File: src/rtl/hwpe_stream_sink_job_sequencer.sv
// Job queue and launch sequencer for a single hwpe_stream_sink: pops {addr,size,id}
// jobs, runs the req_start/done handshake and reports completion. Optional: SINK_JOB_SEQ_WATCHDOG_EN.
module hwpe_stream_sink_job_sequencer #(
    parameter int unsigned JOB_FIFO_DEPTH = 4,
    parameter int unsigned ADDR_WIDTH     = 32,
    parameter int unsigned SIZE_WIDTH     = 16,
    parameter int unsigned ID_WIDTH       = 4
`ifdef SINK_JOB_SEQ_WATCHDOG_EN
    ,
    parameter int unsigned WATCHDOG_CYCLES = 65535
`endif
) (
    input  logic                              clk_i,
    input  logic                              rst_ni,
    input  logic                              clear_i,
    input  logic                              job_valid_i,
    output logic                              job_ready_o,
    input  logic [ADDR_WIDTH-1:0]             job_addr_i,
    input  logic [SIZE_WIDTH-1:0]             job_size_i,
    input  logic [ID_WIDTH-1:0]               job_id_i,
    output logic                              sink_req_start_o,
    output logic [ADDR_WIDTH-1:0]             sink_addr_o,
    output logic [SIZE_WIDTH-1:0]             sink_size_o,
    input  logic                              sink_ready_start_i,
    input  logic                              sink_done_i,
    output logic                              evt_done_o,
    output logic                              evt_skip_o,
    output logic [ID_WIDTH-1:0]               evt_id_o,
    output logic                              busy_o,
    output logic [$clog2(JOB_FIFO_DEPTH):0]   pending_o
`ifdef SINK_JOB_SEQ_WATCHDOG_EN
    ,
    output logic                              err_timeout_o
`endif
);

    localparam int unsigned PTR_W = $clog2(JOB_FIFO_DEPTH);
    localparam int unsigned CNT_W = PTR_W + 1;
    localparam int unsigned JOB_W = ADDR_WIDTH + SIZE_WIDTH + ID_WIDTH;
    localparam logic [CNT_W-1:0] DEPTH_C = CNT_W'(JOB_FIFO_DEPTH);

    typedef enum logic [1:0] {IDLE, LAUNCH, WAIT_DONE, REPORT} state_e;

    state_e                 state_q, state_d;
    logic [JOB_W-1:0]       mem_q [JOB_FIFO_DEPTH];
    logic [PTR_W-1:0]       wr_ptr_q, rd_ptr_q;
    logic [CNT_W-1:0]       cnt_q, cnt_d;
    logic                   full_q;
    logic                   push, pop, empty;
    logic [ADDR_WIDTH-1:0]  head_addr;
    logic [SIZE_WIDTH-1:0]  head_size;
    logic [ID_WIDTH-1:0]    head_id;
    logic [ADDR_WIDTH-1:0]  cfg_addr_q;
    logic [SIZE_WIDTH-1:0]  cfg_size_q;
    logic [ID_WIDTH-1:0]    cfg_id_q;
    logic                   cfg_skip_q;
    logic                   wd_expire;

    assign empty = (cnt_q == '0);
    // Ready comes from the registered full flag only, so a pop never frees a slot in the same cycle.
    assign push  = job_valid_i & ~full_q;
    assign pop   = (state_q == IDLE) & ~empty & sink_ready_start_i;
    assign {head_addr, head_size, head_id} = mem_q[rd_ptr_q];

    always_ff @(posedge clk_i) begin
        if (push) mem_q[wr_ptr_q] <= {job_addr_i, job_size_i, job_id_i};
    end

    always_comb begin
        cnt_d = cnt_q;
        if (push && !pop) cnt_d = cnt_q + 1'b1;
        else if (pop && !push) cnt_d = cnt_q - 1'b1;
    end

    always_ff @(posedge clk_i or negedge rst_ni) begin
        if (!rst_ni) begin
            wr_ptr_q <= '0;
            rd_ptr_q <= '0;
            cnt_q    <= '0;
            full_q   <= 1'b0;
        end else if (clear_i) begin
            wr_ptr_q <= '0;
            rd_ptr_q <= '0;
            cnt_q    <= '0;
            full_q   <= 1'b0;
        end else begin
            if (push) wr_ptr_q <= wr_ptr_q + 1'b1;
            if (pop)  rd_ptr_q <= rd_ptr_q + 1'b1;
            cnt_q  <= cnt_d;
            full_q <= (cnt_d == DEPTH_C);
        end
    end

`ifdef SINK_JOB_SEQ_WATCHDOG_EN
    localparam int unsigned WD_W = $clog2(WATCHDOG_CYCLES + 1);
    localparam logic [WD_W-1:0] WD_LAST = WD_W'(WATCHDOG_CYCLES - 1);

    logic [WD_W-1:0] wd_cnt_q;

    always_ff @(posedge clk_i or negedge rst_ni) begin
        if (!rst_ni) begin
            wd_cnt_q      <= '0;
            err_timeout_o <= 1'b0;
        end else if (clear_i) begin
            wd_cnt_q      <= '0;
            err_timeout_o <= 1'b0;
        end else begin
            if (state_q == LAUNCH)         wd_cnt_q <= '0;
            else if (state_q == WAIT_DONE) wd_cnt_q <= wd_cnt_q + 1'b1;
            if (wd_expire) err_timeout_o <= 1'b1;
        end
    end
`endif

    always_comb begin
        state_d          = state_q;
        wd_expire        = 1'b0;
        sink_req_start_o = 1'b0;
        evt_done_o       = 1'b0;
        evt_skip_o       = 1'b0;
        evt_id_o         = '0;
        case (state_q)
            IDLE: begin
                // A zero-length job would never see done from the sink, so it is reported as skipped.
                if (pop) state_d = (head_size == '0) ? REPORT : LAUNCH;
            end
            LAUNCH: begin
                sink_req_start_o = 1'b1;
                state_d          = WAIT_DONE;
            end
            WAIT_DONE: begin
                if (sink_done_i) begin
                    state_d = REPORT;
                end
`ifdef SINK_JOB_SEQ_WATCHDOG_EN
                else if (wd_cnt_q == WD_LAST) begin
                    state_d   = REPORT;
                    wd_expire = 1'b1;
                end
`endif
            end
            REPORT: begin
                evt_done_o = 1'b1;
                evt_skip_o = cfg_skip_q;
                evt_id_o   = cfg_id_q;
                state_d    = IDLE;
            end
            default: state_d = IDLE;
        endcase
    end

    always_ff @(posedge clk_i or negedge rst_ni) begin
        if (!rst_ni)      state_q <= IDLE;
        else if (clear_i) state_q <= IDLE;
        else              state_q <= state_d;
    end

    // Sink configuration only moves on a pop, keeping it stable for the whole job.
    always_ff @(posedge clk_i or negedge rst_ni) begin
        if (!rst_ni) begin
            cfg_addr_q <= '0;
            cfg_size_q <= '0;
            cfg_id_q   <= '0;
            cfg_skip_q <= 1'b0;
        end else if (clear_i) begin
            cfg_addr_q <= '0;
            cfg_size_q <= '0;
            cfg_id_q   <= '0;
            cfg_skip_q <= 1'b0;
        end else if (pop) begin
            cfg_addr_q <= head_addr;
            cfg_size_q <= head_size;
            cfg_id_q   <= head_id;
            cfg_skip_q <= (head_size == '0);
        end else if (wd_expire) begin
            cfg_skip_q <= 1'b1;
        end
    end

    assign job_ready_o = ~full_q;
    assign sink_addr_o = cfg_addr_q;
    assign sink_size_o = cfg_size_q;
    assign pending_o   = cnt_q;
    assign busy_o      = (state_q != IDLE) | (cnt_q != '0);

endmodule

File: config.mk
export PLATFORM = sky130hd
export DESIGN_NAME = hwpe_stream_sink_job_sequencer
export DESIGN_NICKNAME = d
export VERILOG_FILES = /design/src/rtl/hwpe_stream_sink_job_sequencer.sv
export SDC_FILE = /design/constraint.sdc
export NUM_CORES = 1
export LEC_CHECK = 0
export CORE_MARGIN = 10
export CORE_UTILIZATION = 40
export DETAILED_ROUTE_END_ITERATION = 6
export GPL_ROUTABILITY_DRIVEN = 1
export PLACE_DENSITY = 0.62
export SLEW_MARGIN = 10
export SYNTH_ARGS = -nofsm -noshare
export SYNTH_HDL_FRONTEND = slang
export SYNTH_SLANG_ARGS = --single-unit
File: constraint.sdc
create_clock -name clk_i -period 2.6 [get_ports clk_i]
set_clock_uncertainty 0.1 [all_clocks]
set_input_delay 0.52 -clock clk_i [delete_from_list [all_inputs] [get_ports clk_i]]
set_output_delay 0.52 -clock clk_i [all_outputs]
set_load 0.1 [all_outputs]
# Word-level counts from Yosys, hierarchy flattened
# Memory sizes are Yosys's and may differ from the RTL's.
# Index checks and enable logic that the tools add are counted.
[totals]
regBits = 63
ramBits = 208
in_bits = 58
mem_count = 1
[classes]
add_sub_neg = 4
n_eq_ne = 6
n_mux = 27
bitwise = 6
reduce_logical = 12
[memory_table]
columns = ["name", "words", "width", "rd", "rd_ports_with_merged_regs", "wr", "line_no", "source"]
rows = [
  ["mem_q", 4, 52, 1, 0, 1, "45", "logic [JOB_W-1:0] mem_q [JOB_FIFO_DEPTH];"],
]
[op_table]
columns = ["cell", "n"]
rows = [
  ["$mux W32", 2],
  ["$mux W16", 2],
  ["$logic_not A16 Y1", 1],
  ["$mux W2", 8],
  ["$mux W4", 3],
  ["$mux W3", 3],
  ["$mux W1", 8],
  ["$pmux W2 S4", 1],
  ["$ne A3 B3 Y1 const B", 2],
  ["$reduce_bool A2 Y1", 3],
  ["$add A2 B1 Y2 const B", 2],
  ["$eq A2 B2 Y1 const B", 2],
  ["$add A3 B1 Y3 const B", 1],
  ["$and A1 B1 Y1", 3],
  ["$eq A3 B3 Y1 const B", 1],
  ["$logic_not A3 Y1", 1],
  ["$reduce_bool A3 Y1", 1],
  ["$sub A3 B1 Y3 const B", 1],
  ["$eq A2 B1 Y1 const B", 1],
  ["$logic_and A1 B1 Y1", 2],
  ["$logic_not A1 Y1", 2],
  ["$logic_not A2 Y1", 1],
  ["$not A1 Y1", 2],
  ["$reduce_and A2 Y1", 1],
  ["$or A1 B1 Y1", 1],
]

# Depth between registers and ports, before layout
# Gate-level depths: netlist (run 1).
[logic_depth]
ltp_word = 9
ltp_mapped = 8
ltp_nobuf = 7

# Worst setup path before layout (run 1)
# No wires, ideal clock.
[synth_timing]
kind = "input to register"
startpoint = "in job_valid_i"
endpoint = "mem mem_q[2][0] (netlist name), enable pin"
setup_time_ns = 0.415
t_arrival_ns = 2.273
path_slack_ns = -0.188
stages = 3
path_cell_list = "nor2b_1 > clkbuf_1 > and2_1"
[synth_between]
elab_chain_cells = 3
[synth_rtl]
columns = ["item", "line_no", "source"]
rows = [
  ["start, declared", "16", "input logic job_valid_i,"],
  ["$and A1 B1 Y1", "61", "assign push = job_valid_i & ~full_q;"],
  ["$mux W1", "66", "if (push) mem_q[wr_ptr_q] <= {job_addr_i, job_size_i, job_id_i};"],
  ["$mux W1 (implied by the code)", "66", ""],
  ["end, declared", "45", ""],
]
# No other way between the ends.

# Worst setup path after layout (run 1)
[layout_timing]
startpoint = "reg state_q[0]"
endpoint = "out evt_id_o[1]"
[layout_between]
elab_chain_cells = 2
[layout_rtl]
columns = ["item", "line_no", "source"]
rows = [
  ["start, declared", "44", "state_e state_q, state_d;"],
  ["start signal, assigned", "155", "else state_q <= state_d;"],
  ["$eq A2 B2 Y1", "122", "case (state_q)"],
  ["$mux W4", "122", ""],
  ["end, declared", "28", "output logic [ID_WIDTH-1:0] evt_id_o,"],
]
# No other way between the ends.

==> impl_metrics.py, run 1 <==
metrics = {
    "final_layout": {
        "antenna_cells": 0,
        "seqCellArea_sq_um": 7830,
        "multi_input_area_sq_um": 2400,
        "drive_gt1_share_pct": 24.9,
        "fillCellCount": 2109,
        "area_growth_pct": 23.9,
        "final_nets": 802,
    },
    "clocking": {
        "clockBufferDepth": 3,
        "cts_root_buffer": "clkbuf_16",
        "clkTransAtPathRegs_ns": 0.06,
        "cts.sinks": 271,
        "cts_buffers": 28,
        "ctsHtreeMaxLevel": 1,
        "cts_tree": "done",
        "cts_resized": 0,
        "insertion_delay_ns": 0.54,
    },
    "timing": {
        "final.setup.tns_ns": 0,
        "slew_violations": 0,
        "hold_violations": 0,
        "tightest_slew_ns": 0.780,
        "setup_viol": 0,
        "rsz0062_at_grt": "false",
        "fin_crit_ns": 2.41,
        "fin_crit_sh_pct": 92.5,
        "slew_headroom_pct": 48.0,
        "fmax_mhz": 416,
    },
    "setup_path": {
        "crit_path_cell_trace": "ha_1 > and2_2 > buf_12",
        "reg2reg_from": "rd_ptr_q[0]",
        "cp.required_ns": 1.98,
        "cp-start-kind": "flop",
        "rrSetupSlack_ns": 0.37,
        "r2r_end": "state_q[1]",
        "end_kind": "primary output",
        "path_buf_inv": 1,
        "cp_max_fo": 6,
        "worstPathArrival_ns": 1.79,
        "cp_top_family": "flip-flops",
        "slowest_delay_ns": 0.42,
        "critical_path_class": "flop to primary output",
        "crit_start": "state_q[0]",
        "reg2reg_depth": 4,
        "slowest_stage": "dfrtp_1",
    },
    "min_path": {
        "min-delay-start": "clear_i",
        "min_path_cells": 6,
        "min_delay_worst_endpoint": "cfg_skip_q",
        "hold_path.class": "primary input to flop",
    },
    "synthesis": {
        "synth_edf_count": 208,
        "synth_top_area_share_pct": 60.2,
        "synth.most_common_cell": "edfxtp_1",
        "synth.avg_cell_area_sq_um": 17.5,
        "postSynth.asyncResetShare_pct": 23.2,
        "yosys_most_used_dff": "edfxtp_1",
        "ys.warnings.count": 0,
        "synthesis.area_sq_um": 10400,
        "seq_area_frac_synth_pct": 75.3,
        "ys_top_cells_by_area": "edfxtp_1 60%, dfrtp_1 15%, mux4_2 9.8%, nand2_1 4.1%, a21oi_1 2.7%",
        "synth_common_cells": "208 x edfxtp_1, 113 x nand2_1, 63 x dfrtp_1, 55 x a21oi_1, 45 x mux4_2",
        "syn_nets": 665,
        "synth-seq-cells": 271,
        "synth_cells": 595,
        "synth_cell_type_count": 35,
        "yosysTopAreaCell": "edfxtp_1",
    },
    "die": {
        "io_pins": 118,
        "placementRows": 58,
        "die_y_um": 181,
        "dieArea_sq_um": 32800,
        "initial_core_util_pct": 40.9,
        "core_region_area_sq_um": 25400,
        "die_w_um": 181,
    },
    "global_routing": {
        "grt_pass1_wl_um": 34800,
        "grt_usage_pct": 13.2,
        "grt_pass1_vias": 6075,
        "antenna_found_initial": 1,
        "grt-ovfl-total": 0,
        "grt_max_degree": 64,
    },
    "power": {
        "pwr-share-seq_pct": 40.5,
        "switching_share_pct": 35.5,
        "comb_power_share_pct": 31.8,
        "cellInternalPower_mw": 8.59,
        "power_density_nw_per_um2": 1030,
        "finalPower_mw": 13.3,
        "irDropWorstVdd_uv": 937,
        "p_sw_mw": 4.72,
        "leakage_nw": 4.57,
        "p_clk_share_pct": 27.8,
    },
    "placement": {
        "gp_congestion": 0.766,
        "port_buffers": 117,
        "dp_hpwl_um": 14400,
    },
    "detailed_routing": {
        "firstDrtPassIters": 4,
        "viasPerCell": 5.12,
        "ant_nets": 0,
        "avgRoutedWirePerCell_um": 20.4,
        "drt_wl_total_um": 22100,
        "drc": 0,
        "drtIter0Drc": 337,
        "vias": 5553,
    },
    "run": {
        "drv_cap": 0,
    },
    "outcome": {
        "outcome": "finished, final reports clean",
    },
}
registers in the layout, indices dropped and copies added, names as in the netlist:
register	count
wr_ptr_q	2
mem_q	208
full_q	1
sink_addr_o	32
rd_ptr_q	2
state_q	2
cfg_skip_q	1
sink_size_o	16
pending_o	3
cfg_id_q	4
power by group through the flow:
stage               Sequential, mW  Combinational, mW  Clock (mW)
floorplan                     6.78               1.81           0
finish                        5.39               4.23        3.70
global route                  5.45               4.51        3.99
detailed placement            5.48               4.29           0
CTS                           5.40               4.30        3.80
global placement              5.45               4.23           0
routing by layer:
| metal | share of wire [%] | global-route usage, % | up-vias |
|---|---|---|---|
| met4 | 1.6 | 3.35 | 2 |
| met3 | 7.0 | 3.60 | 30 |
| li1 | - | - | 2529 |
| met2 | 49 | 21.9 | 171 |
| met1 | 42 | 16.8 | 2821 |
| met5 | 0.059 | 0 | - |
cell usage in the layout (no fill, tap or decap), types with 9 or more instances in the layout:
cell type	n
edfxtp_1	208
nand2_1	113
buf_4	70
dfrtp_1	59
a21oi_1	55
clkdlybuf4s50_1	55
mux4_2	45
clkbuf_16	28
ha_1	12
buf_12	12
nor2_1	9
and2_2	9
worst max path at each step:
stage	to	slack, ns	cells past startpoint
floorplan	evt_id_o[0]	0.11	2
global placement	state_q[1]	0.40	4
detailed placement	state_q[1]	0.34	4
CTS	evt_id_o[1]	0.16	3
global route	evt_id_o[2]	0.12	3
finish	evt_id_o[1]	0.19	3
per-stage QoR:
stage	worst slack (ns)	hold slack, ns	std cells	cell area, sq um	utilization [%]
2_1_floorplan	0.110	0.124	595	10400	-
3_3_place_gp	0.395	0.407	1031	12000	47.2
3_5_place_dp	0.339	0.413	1031	12000	47.2
4_1_cts	0.157	0.376	1084	12900	50.7
5_1_grt	0.123	0.448	1084	12900	50.7
6_report	0.194	0.402	1084	12900	50.7
final cells by class:
cell class | count | share of cell area [%]
multi-input cells | 285 | 18.7
repair buffers | 139 | 10.3
well taps | 330 | 3.21
clock buffers | 37 | 5.86
clock inverters | 15 | 0.875
flip-flops and latches | 271 | 60.8
inverters | 7 | 0.204
worst min-delay path: cells and delay by family:
kind	cells	cell delay, ns
buf+inv	1	0.12
compound gates	2	0.13
simple gates	3	0.23
what timing repair did:
item / 4_1_cts / 5_1_grt
buffers inserted: 0 / 0
hold buffers: 1 / 0
endpoints found under the hold margin: 53 / 0
cells by family after synthesis:
| kind of cell | count (synthesis) | share of synthesized area (%) |
|---|---|---|
| mux | 55 | 11.7 |
| xor+xnor | 6 | 0.506 |
| simple gates | 148 | 6.05 |
| fa+ha+maj | 12 | 1.45 |
| compound gates | 64 | 3.29 |
| buf+inv | 39 | 1.70 |
| flops | 271 | 75.3 |
(Power assumes the default switching activity.)
==> run 2: changes to the inputs <==
--- a/config.mk
+++ b/config.mk
@@ -5,6 +5,7 @@
 export SDC_FILE = /design/constraint.sdc
 export NUM_CORES = 1
 export LEC_CHECK = 0
+export ABC_CLOCK_PERIOD_IN_PS = 2600
 export CORE_MARGIN = 10
 export CORE_UTILIZATION = 40
 export DETAILED_ROUTE_END_ITERATION = 6
==> results of run 2 <==
No change in the layout: final DEF, timing and power equal those of run 1.
